[src/rtl/serial_subtractor.sv]
// Bit-serial subtractor: computes a - b one bit per cycle, LSB first, with unsigned borrow and signed overflow.
// Latency: handshake in cycle 0, SHIFT in cycles 1..WIDTH, result valid from cycle WIDTH+1 (one op per WIDTH+2 cycles).
// Backpressure: the result is held stable in HOLD until out_ready; new operands are refused until then.
// Ports: clk/rst (sync, active-high); in_valid/in_ready + a/b operand handshake;
//        out_valid/out_ready + diff/borrow/overflow result handshake.
module serial_subtractor #(
  parameter int WIDTH = 8
) (
  input  logic             clk,
  input  logic             rst,
  input  logic             in_valid,
  output logic             in_ready,
  input  logic [WIDTH-1:0] a,
  input  logic [WIDTH-1:0] b,
  output logic             out_valid,
  input  logic             out_ready,
  output logic [WIDTH-1:0] diff,
  output logic             borrow,
  output logic             overflow
);

  localparam int CW = $clog2(WIDTH + 1);
  localparam logic [CW-1:0] LAST = CW'(WIDTH - 1);

  typedef enum logic [1:0] {IDLE, SHIFT, HOLD} state_t;

  state_t           state;
  state_t           state_next;

  logic [WIDTH-1:0] a_sh;
  logic [WIDTH-1:0] b_sh;
  logic [WIDTH-1:0] diff_r;
  logic             a_msb;
  logic             b_msb;
  logic             br;
  logic             borrow_r;
  logic             overflow_r;
  logic [CW-1:0]    cnt;

  logic             a_i;
  logic             b_i;
  logic             bit_d;
  logic             br_next;
  logic             last_bit;
  logic             accept;
  logic             done;

  // Handshake qualifiers; rst masks both so nothing is accepted or
  // presented while reset is asserted.
  assign in_ready  = (state == IDLE) && !rst;
  assign out_valid = (state == HOLD) && !rst;
  assign accept    = in_valid && in_ready;
  assign done      = out_valid && out_ready;

  assign diff     = diff_r;
  assign borrow   = borrow_r;
  assign overflow = overflow_r;

  // One full-subtractor slice on the current LSBs of the operand shifters.
  always_comb begin
    a_i      = a_sh[0];
    b_i      = b_sh[0];
    bit_d    = a_i ^ b_i ^ br;
    br_next  = (~a_i & b_i) | (~a_i & br) | (b_i & br);
    last_bit = (state == SHIFT) && (cnt == LAST);
  end

  always_ff @(posedge clk) begin
    if (rst) begin
      state <= IDLE;
    end else begin
      state <= state_next;
    end
  end

  always_comb begin
    state_next = state;
    case (state)
      IDLE:    if (accept)   state_next = SHIFT;
      SHIFT:   if (last_bit) state_next = HOLD;
      HOLD:    if (done)     state_next = IDLE;
      default:               state_next = IDLE;
    endcase
  end

  always_ff @(posedge clk) begin
    if (rst) begin
      a_sh       <= '0;
      b_sh       <= '0;
      a_msb      <= 1'b0;
      b_msb      <= 1'b0;
      br         <= 1'b0;
      cnt        <= '0;
      diff_r     <= '0;
      borrow_r   <= 1'b0;
      overflow_r <= 1'b0;
    end else if (accept) begin
      // Result registers are left alone so the previous result survives in IDLE.
      a_sh  <= a;
      b_sh  <= b;
      a_msb <= a[WIDTH-1];
      b_msb <= b[WIDTH-1];
      br    <= 1'b0;
      cnt   <= '0;
    end else if (state == SHIFT) begin
      a_sh   <= a_sh >> 1;
      b_sh   <= b_sh >> 1;
      br     <= br_next;
      cnt    <= cnt + 1'b1;
      // New bit enters at the MSB; after WIDTH shifts bit 0 sits in diff[0].
      diff_r <= {bit_d, diff_r[WIDTH-1:1]};
      if (last_bit) begin
        // bit_d is the result MSB here; signed overflow when operand signs
        // differ and the result sign disagrees with the minuend.
        borrow_r   <= br_next;
        overflow_r <= (a_msb ^ b_msb) & (bit_d ^ a_msb);
      end
    end
  end

endmodule

[config.mk]
export PLATFORM = sky130hd
export DESIGN_NAME = serial_subtractor
export DESIGN_NICKNAME = d
export VERILOG_FILES = /design/src/rtl/serial_subtractor.sv
export SDC_FILE = /design/constraint.sdc
export NUM_CORES = 1
export LEC_CHECK = 0
export ABC_AREA = 0
export BUFFER_PORTS_ARGS = -buffer_cell sky130_fd_sc_hd__buf_2
export CAP_MARGIN = 40
export CORE_AREA = 2 2 56 58
export DETAILED_ROUTE_END_ITERATION = 16
export DIE_AREA = 0 0 58 60
export GPL_ROUTABILITY_DRIVEN = 0
export PLACE_DENSITY = 0.82
export SYNTH_ARGS = -nofsm -noshare
export SYNTH_HDL_FRONTEND = slang
export SYNTH_SLANG_ARGS = --single-unit
[constraint.sdc]
create_clock -name clk -period 4.38 [get_ports clk]
set_clock_uncertainty 0.15 [all_clocks]
set_input_delay 1.095 -clock clk [delete_from_list [all_inputs] [get_ports clk]]
set_output_delay 1.095 -clock clk [all_outputs]
set_load 0.02 [all_outputs]
Yosys cells after proc, flatten, opt, wreduce, memory -nomap -nowiden
Cells that the tools add are included.
- word-level logic and storage cells: 49
- flip-flop bits (word level): 35
- bits of input ports: 20
- output and inout port bits: 12
- multiplexer cells: 8
- bitwise operators: 12
- equal/unequal tests: 6
- $add $sub $neg: 1
- reduce and logical (&&, ||, !) cells: 12
- operators with widths (kind ; number):
    8-bit two-way mux ; 4
    2-bit two-way mux ; 3
    2-bit inequality test, second input constant ; 3
    2-bit case mux with 3 select lines ; 1
    3-bit AND reduction ; 2
    1-bit logical AND ; 5
    4-bit by 1-bit adder with 4-bit output, second input constant ; 1
    1-bit bitwise AND ; 4
    4-bit by 3-bit == test with 1-bit output, second input constant ; 1
    1-bit XOR ; 4
    2-bit by 1-bit == test with 1-bit output, second input constant ; 1
    2-bit == test, second input constant ; 1
    2-bit zero test ; 1
    1-bit NOT ; 2
    1-bit bitwise OR ; 2
    2-bit AND reduction ; 1
    2-bit nonzero test ; 1
    2-bit OR reduction ; 1
    1-bit zero test ; 1

Logic depth before layout (Yosys ltp)
Gate-level depths: netlist of run 1.
- word-level depth: 5
- mapped depth: 6
- mapped depth without buffers: 5

Worst setup path after synthesis of run 1
Ideal clock, no wire load.
- path type: input-to-output
- start: input rst
- end: output in_ready
- path buffers: 2
- data required time: 3.135 ns
- cell stages on the path: 3
- arrival: 1.977 ns
- setup slack: 1.158 ns
- cell sequence: buf_2 > buf_1 > nor3_1
- word-level cells in the longest chain between the ends: 2
- ends and longest elaborated chain (item ; RTL line ; source):
    start: declaration ; 10 ; input logic rst,
    1-bit zero test ; 50 ; assign in_ready = (state == IDLE) && !rst;
    1-bit logical AND ; 50 ;
    end: declaration ; 12 ; output logic in_ready,
Every way passes these cells.

Final worst setup path of run 1
- start: input rst
- end: output out_valid
- word-level cells in the longest chain between the ends: 2
- ends and longest elaborated chain (item ; RTL line ; source):
    1-bit zero test ; 51 ; assign out_valid = (state == HOLD) && !rst;
    1-bit logical AND ; 51 ;
    end: declaration ; 15 ; output logic out_valid,
Every way passes these cells.

==> results of run 1 <==
## placed cells by master, fill, tap and decap left out, types with 3 or more instances in the layout
| cell | instances |
|---|---|
| a211oi_2 | 8 |
| inv_1 | 3 |
| nand2_1 | 34 |
| o21ai_0 | 3 |
| clkbuf_4 | 5 |
| a211oi_1 | 7 |
| nor2_1 | 13 |
| nor2_2 | 6 |
| buf_2 | 31 |
| a21oi_1 | 30 |
| dfxtp_1 | 35 |
## metrics by stage
stage	instance area [um^2]	power, mW	worst slack, ns
floorplan	1590	0.4068	1.158
detailed placement	1712	0.4268	1.196
finish	1765	0.5884	1.204
CTS	1765	0.5930	1.193
global route	1765	0.6158	1.139
global placement	1682	0.4206	1.213
## critical path, cell delays in order
cell	delay (ns)
buf_2	0.55
nor3b_1	0.09
buf_2	0.19
## report_power, final
| group | total (mW) | leakage [nW] | switching [mW] | internal (mW) |
|---|---|---|---|---|
| logic | 0.0771 | 0.354 | 0.0455 | 0.0316 |
| registers | 0.342 | 0.285 | 0.00997 | 0.332 |
| clock network | 0.169 | 0.0282 | 0.107 | 0.0619 |
## final timing paths
check	to	depth (start not counted)	start	slack (ns)
worst max-delay path	out_valid	3	rst	1.20
worst min-delay path	b_sh[0]	2	b_sh[1]	0.32
worst max register to register	overflow	4	state[0]	2.37
worst min register to register	b_sh[0]	2	b_sh[1]	0.32
## area by class of cell
type                    count  area (um^2)  share of cell area
clock buffers               6        41.29             0.02339
repair buffers             33        185.2              0.1049
well taps                  33        41.29             0.02339
flip-flops and latches     35        700.7              0.3969
multi-input cells         126        773.2              0.4380
inverters                   3        11.26            0.006378
clock inverters             2        12.51            0.007087
## sequential cells by signal (all words and copies together) (netlist names)
name	count
br	1
b_sh	8
a_msb	1
borrow	1
diff	8
a_sh	8
cnt	4
b_msb	1
state	2
overflow	1
## cell families (layout without fill, tap and decap cells)
logic type / after synthesis / after routing / share of synthesized area
xor gates and xnor gates: 2 / 2 / 0.01102
DFF: 35 / 35 / 0.4406
and+or+nand+nor: 70 / 70 / 0.2313
adders and majority gates: 2 / 2 / 0.02046
AOI/OAI and AO/OA: 52 / 52 / 0.2219
buffers and inverters: 19 / 44 / 0.07474
## metal layers
layer  GRT usage  routed length (um)  up-vias
met2      0.3263                1373       27
li1            -                   -      660
met1      0.2344                1404      616
met3     0.05844                 152        6
met4     0.06645                  36        0
met5           0                   0        -
==> impl_metrics.toml, run 1 <==
[sta]
hold_viol = 0
min_period_over_period = 0.7251
slew_viol_final = 0
setup_viol = 0
fin_tns_setup_ns = 0
slew_headroom = 0.4838
min_period_ns = 3.176
rsz0062_at_grt = "no"
max_freq_mhz = 314.9
worst_pin_slew_ns = 0.7711
timing.hold.ws_ns = 0.3189

[grt]
grt_pass1_wl_um = 5119
antenna_found_initial = 0
grt_pass1_vias = 1211
grt_max_degree = 34
grt_overflow = 0
grtUsageTotal = 0.1931

[drt]
remaining_drc_errors = 0
ant_nets = 0
first_iter_violations = 20
vias = 1309
drtPass1Iterations = 4
wl_um = 2966
routedWlPerCell_um = 12.46
viasPerCell = 5.500

[placed_design]
dp.cells = 230
place_hpwl_um = 2019
io_buffers = 31

[clock_tree]
tritoncts = "built"
cts_max_path_buffers = 2
tritoncts.num_buffers = 5
cts-resized-gates = 0
postCtsSetupBuffers = 0
worstSkewPairLatency_ns = 0.34
clkSlewWorstSetupHoldPaths_ns = 0.09
htree_num_levels = 2
holdBufCountCts = 0
cts.sinks = 35
cts_root_buffer = "clkbuf_4"

[synth]
yosys_warnings = 0
syn_nets = 202
synth_most_common_cell = "dfxtp_1"
synth_area_um2 = 1590
synth_top_area_frac = 0.4406
synth.yosys.seq_area_share = 0.4406
synth_edf_count = 0
ys_types = 34
yosysTopAreaCell = "dfxtp_1"
synth_area_per_cell_um2 = 8.835
async_reset_ff_frac = 0
synth_common_cells = "dfxtp_1, nand2_1, a21oi_1"
ys.flop_type = "dfxtp_1"
synth.area.top_cells = "dfxtp_1, a21oi_1, nand2_1, a211oi_2, a211oi_1"
synth-seq-cells = 35
postSynthCellCount = 180

[finish]
layout.nets = 226
area_delta_synth_final_pct = 11.01
utilization = 0.6082
fin_cells = 238
antenna_cells = 0
nFillCells = 278
drive_above_1_share = 0.3024

[setup_path]
critPathCaptureType = "output port"
cp.required_ns = 3.13
critPathLaunchType = "primary input"
path_max_fanout = 33
critical_path_class = "in -> out"
arrival_ns = 1.93

[floorplan]
num_io_pins = 32
dieArea_um2 = 3480
initial_core_util = 0.5478
fp-row-count = 20
fp.dieH_um = 60
die_w_um = 58
coreArea_um2 = 2903

[power_and_ir_drop]
power_density_nw_per_um2 = 333.3
vdd.ir_drop.worst_mv = 0.2190
leakage_nw = 0.6677

[flow_run]
max_cap_viol_count = 0

[min_path]
min_path_type = "reg -> reg"

[status]
run_status = "completed"
Note: power is estimated with default switching activity, not from simulation.
==> inputs of run 2 (changes only) <==
==> config.mk (replaced) <==
export PLATFORM = sky130hd
export DESIGN_NAME = serial_subtractor
export DESIGN_NICKNAME = d
export VERILOG_FILES = /design/src/rtl/serial_subtractor.sv
export SDC_FILE = /design/constraint.sdc
export NUM_CORES = 1
export LEC_CHECK = 0
export ABC_AREA = 1
export BUFFER_PORTS_ARGS = -buffer_cell sky130_fd_sc_hd__buf_2
export CAP_MARGIN = 40
export CORE_AREA = 2 2 59 61
export DETAILED_ROUTE_END_ITERATION = 16
export DIE_AREA = 0 0 61 63
export GPL_ROUTABILITY_DRIVEN = 0
export PLACE_DENSITY = 0.77
export SYNTH_ARGS = -nofsm -noshare
export SYNTH_HDL_FRONTEND = slang
export SYNTH_SLANG_ARGS = --single-unit
==> constraint.sdc (replaced) <==
create_clock -name clk -period 3.3 [get_ports clk]
set_clock_uncertainty 0.15 [all_clocks]
set_input_delay 0.825 -clock clk [delete_from_list [all_inputs] [get_ports clk]]
set_output_delay 0.825 -clock clk [all_outputs]
set_load 0.02 [all_outputs]
==> run 2 against run 1 <==
Register-to-register slack worse by 1.2 ns. Critical path type unchanged. Via count up 18%. Sequential power up 36%. Largest cell class unchanged. Hold slack better by 0.021 ns. Critical path depth unchanged. Worst setup slack worse by 0.52 ns. Combinational power up 76%. Total power up 39%. Clock power up 28%.
==> impl_metrics.toml, run 2 <==
[drt]
routedWlPerCell_um = 10.96
drtPass1Iterations = 4
ant_nets = 0
remaining_drc_errors = 0
vias = 1545
wl_um = 3342
first_iter_violations = 89
viasPerCell = 5.066

[sta]
hold_viol = 0
max_freq_mhz = 382.0
setup_viol = 0
min_period_ns = 2.618
worst_pin_slew_ns = 0.6142
min_period_over_period = 0.7934
slew_headroom = 0.5895
rsz0062_at_grt = "no"
slew_viol_final = 0
fin_tns_setup_ns = 0
timing.hold.ws_ns = 0.3398

[clock_tree]
clkSlewWorstSetupHoldPaths_ns = 0.10
cts_root_buffer = "clkbuf_4"
holdBufCountCts = 0
tritoncts.num_buffers = 5
cts.sinks = 35
postCtsSetupBuffers = 0
tritoncts = "built"
cts_max_path_buffers = 2
worstSkewPairLatency_ns = 0.33
htree_num_levels = 2
cts-resized-gates = 0

[finish]
area_delta_synth_final_pct = 11.58
drive_above_1_share = 0.1969
layout.nets = 280
layout_common_cells = "nand2_1, dfxtp_1, buf_2"
utilization = 0.5745
layout_commonest_cell = "nand2_1"
antenna_cells = 0
fin_cells = 305

[setup_path]
arrival_ns = 1.64
cp.required_ns = 2.32
critPathCaptureType = "output port"
path_max_fanout = 21
critical_path_class = "in -> out"
critPathLaunchType = "primary input"

[synth]
ys.flop_type = "dfxtp_1"
synth-seq-cells = 35
yosysTopAreaCell = "dfxtp_1"
synth.area.top_cells = "dfxtp_1, nand2_1, nand3_1, nor2_1, nand4_1"
synth_edf_count = 0
postSynthCellCount = 233
ys_types = 24
synth_area_um2 = 1664
synth_area_per_cell_um2 = 7.142
syn_nets = 255
yosys_warnings = 0
synth.yosys.seq_area_share = 0.4211
synth_common_cells = "nand2_1, dfxtp_1, nor2_1"
synth_top_area_frac = 0.4211
async_reset_ff_frac = 0
synth_most_common_cell = "nand2_1"

[floorplan]
num_io_pins = 32
fp.dieH_um = 63
initial_core_util = 0.5149
die_w_um = 61
coreArea_um2 = 3232
dieArea_um2 = 3843
fp-row-count = 21

[power_and_ir_drop]
power_density_nw_per_um2 = 440.7
vdd.ir_drop.worst_mv = 0.2736
power.internal_mw = 0.5798
power_frac_comb = 0.166
finalPower_mw = 0.8183
pwr-share-clk = 0.266
p_sw_mw = 0.2384
leakage_nw = 0.8704
swShare = 0.2914
seqPwrFrac = 0.568

[flow_run]
max_cap_viol_count = 0

[grt]
grt_overflow = 0
grt_max_degree = 33
grtUsageTotal = 0.1986
grt_pass1_wl_um = 5733
grt_pass1_vias = 1306
antenna_found_initial = 0

[status]
run_status = "completed"

[min_path]
min_path_type = "reg -> reg"

[placed_design]
dp.cells = 297
place_hpwl_um = 2205
io_buffers = 31
-- run 2: area by class of cell --
type                            count  area [um^2]
Clock buffer                        7        45.04
Tap cell                           46        57.56
Clock inverter                      1        5.005
Fill cell                         338         1375
Timing Repair Buffer               32        162.7
Sequential cell                    35        700.7
Multi-Input combinational cell    160        795.8
Inverter                           24        90.09
-- run 2: path summary, 6_finish.rpt --
path              startpoint       end  slack, ns  depth (start not counted)
setup / recovery         rst  in_ready       0.68                          3
hold / removal       b_sh[3]   b_sh[3]       0.34                          2
setup reg to reg    state[0]    cnt[1]       1.17                          6
hold reg to reg      b_sh[3]   b_sh[3]       0.34                          2
-- run 2: kinds of logic after synthesis --
family | share of synthesized area
xor gates and xnor gates | 0.01579
and+or+nand+nor | 0.3308
DFF | 0.4211
AOI/OAI and AO/OA | 0.1120
adders and majority gates | 0.01955
buffers and inverters | 0.1008
-- run 2: routing by layer --
metal  wire (um)  global-route usage
met5           0                   0
met4          34             0.07337
met2        1583              0.3011
met1        1482              0.2589
met3         242             0.06418
-- run 2: metrics by stage --
| step | setup slack [ns] | area (um^2) |
|---|---|---|
| global placement | 0.7439 | 1807 |
| CTS | 0.6903 | 1857 |
| floorplan | 0.8467 | 1664 |
| detailed placement | 0.6968 | 1807 |
| global route | 0.6397 | 1857 |
| finish | 0.6819 | 1857 |
-- run 2: worst max-delay path, cell delays in order --
cell	delay (ns)
buf_2	0.24
nor3_1	0.33
buf_2	0.23
-- run 2: power by group through the flow --
stage	Clock, mW	Sequential [mW]	Combinational, mW
CTS	0.228	0.465	0.137
floorplan	0	0.481	0.0967
global placement	0	0.474	0.134
detailed placement	0	0.474	0.137
global route	0.247	0.469	0.154
finish	0.217	0.465	0.136
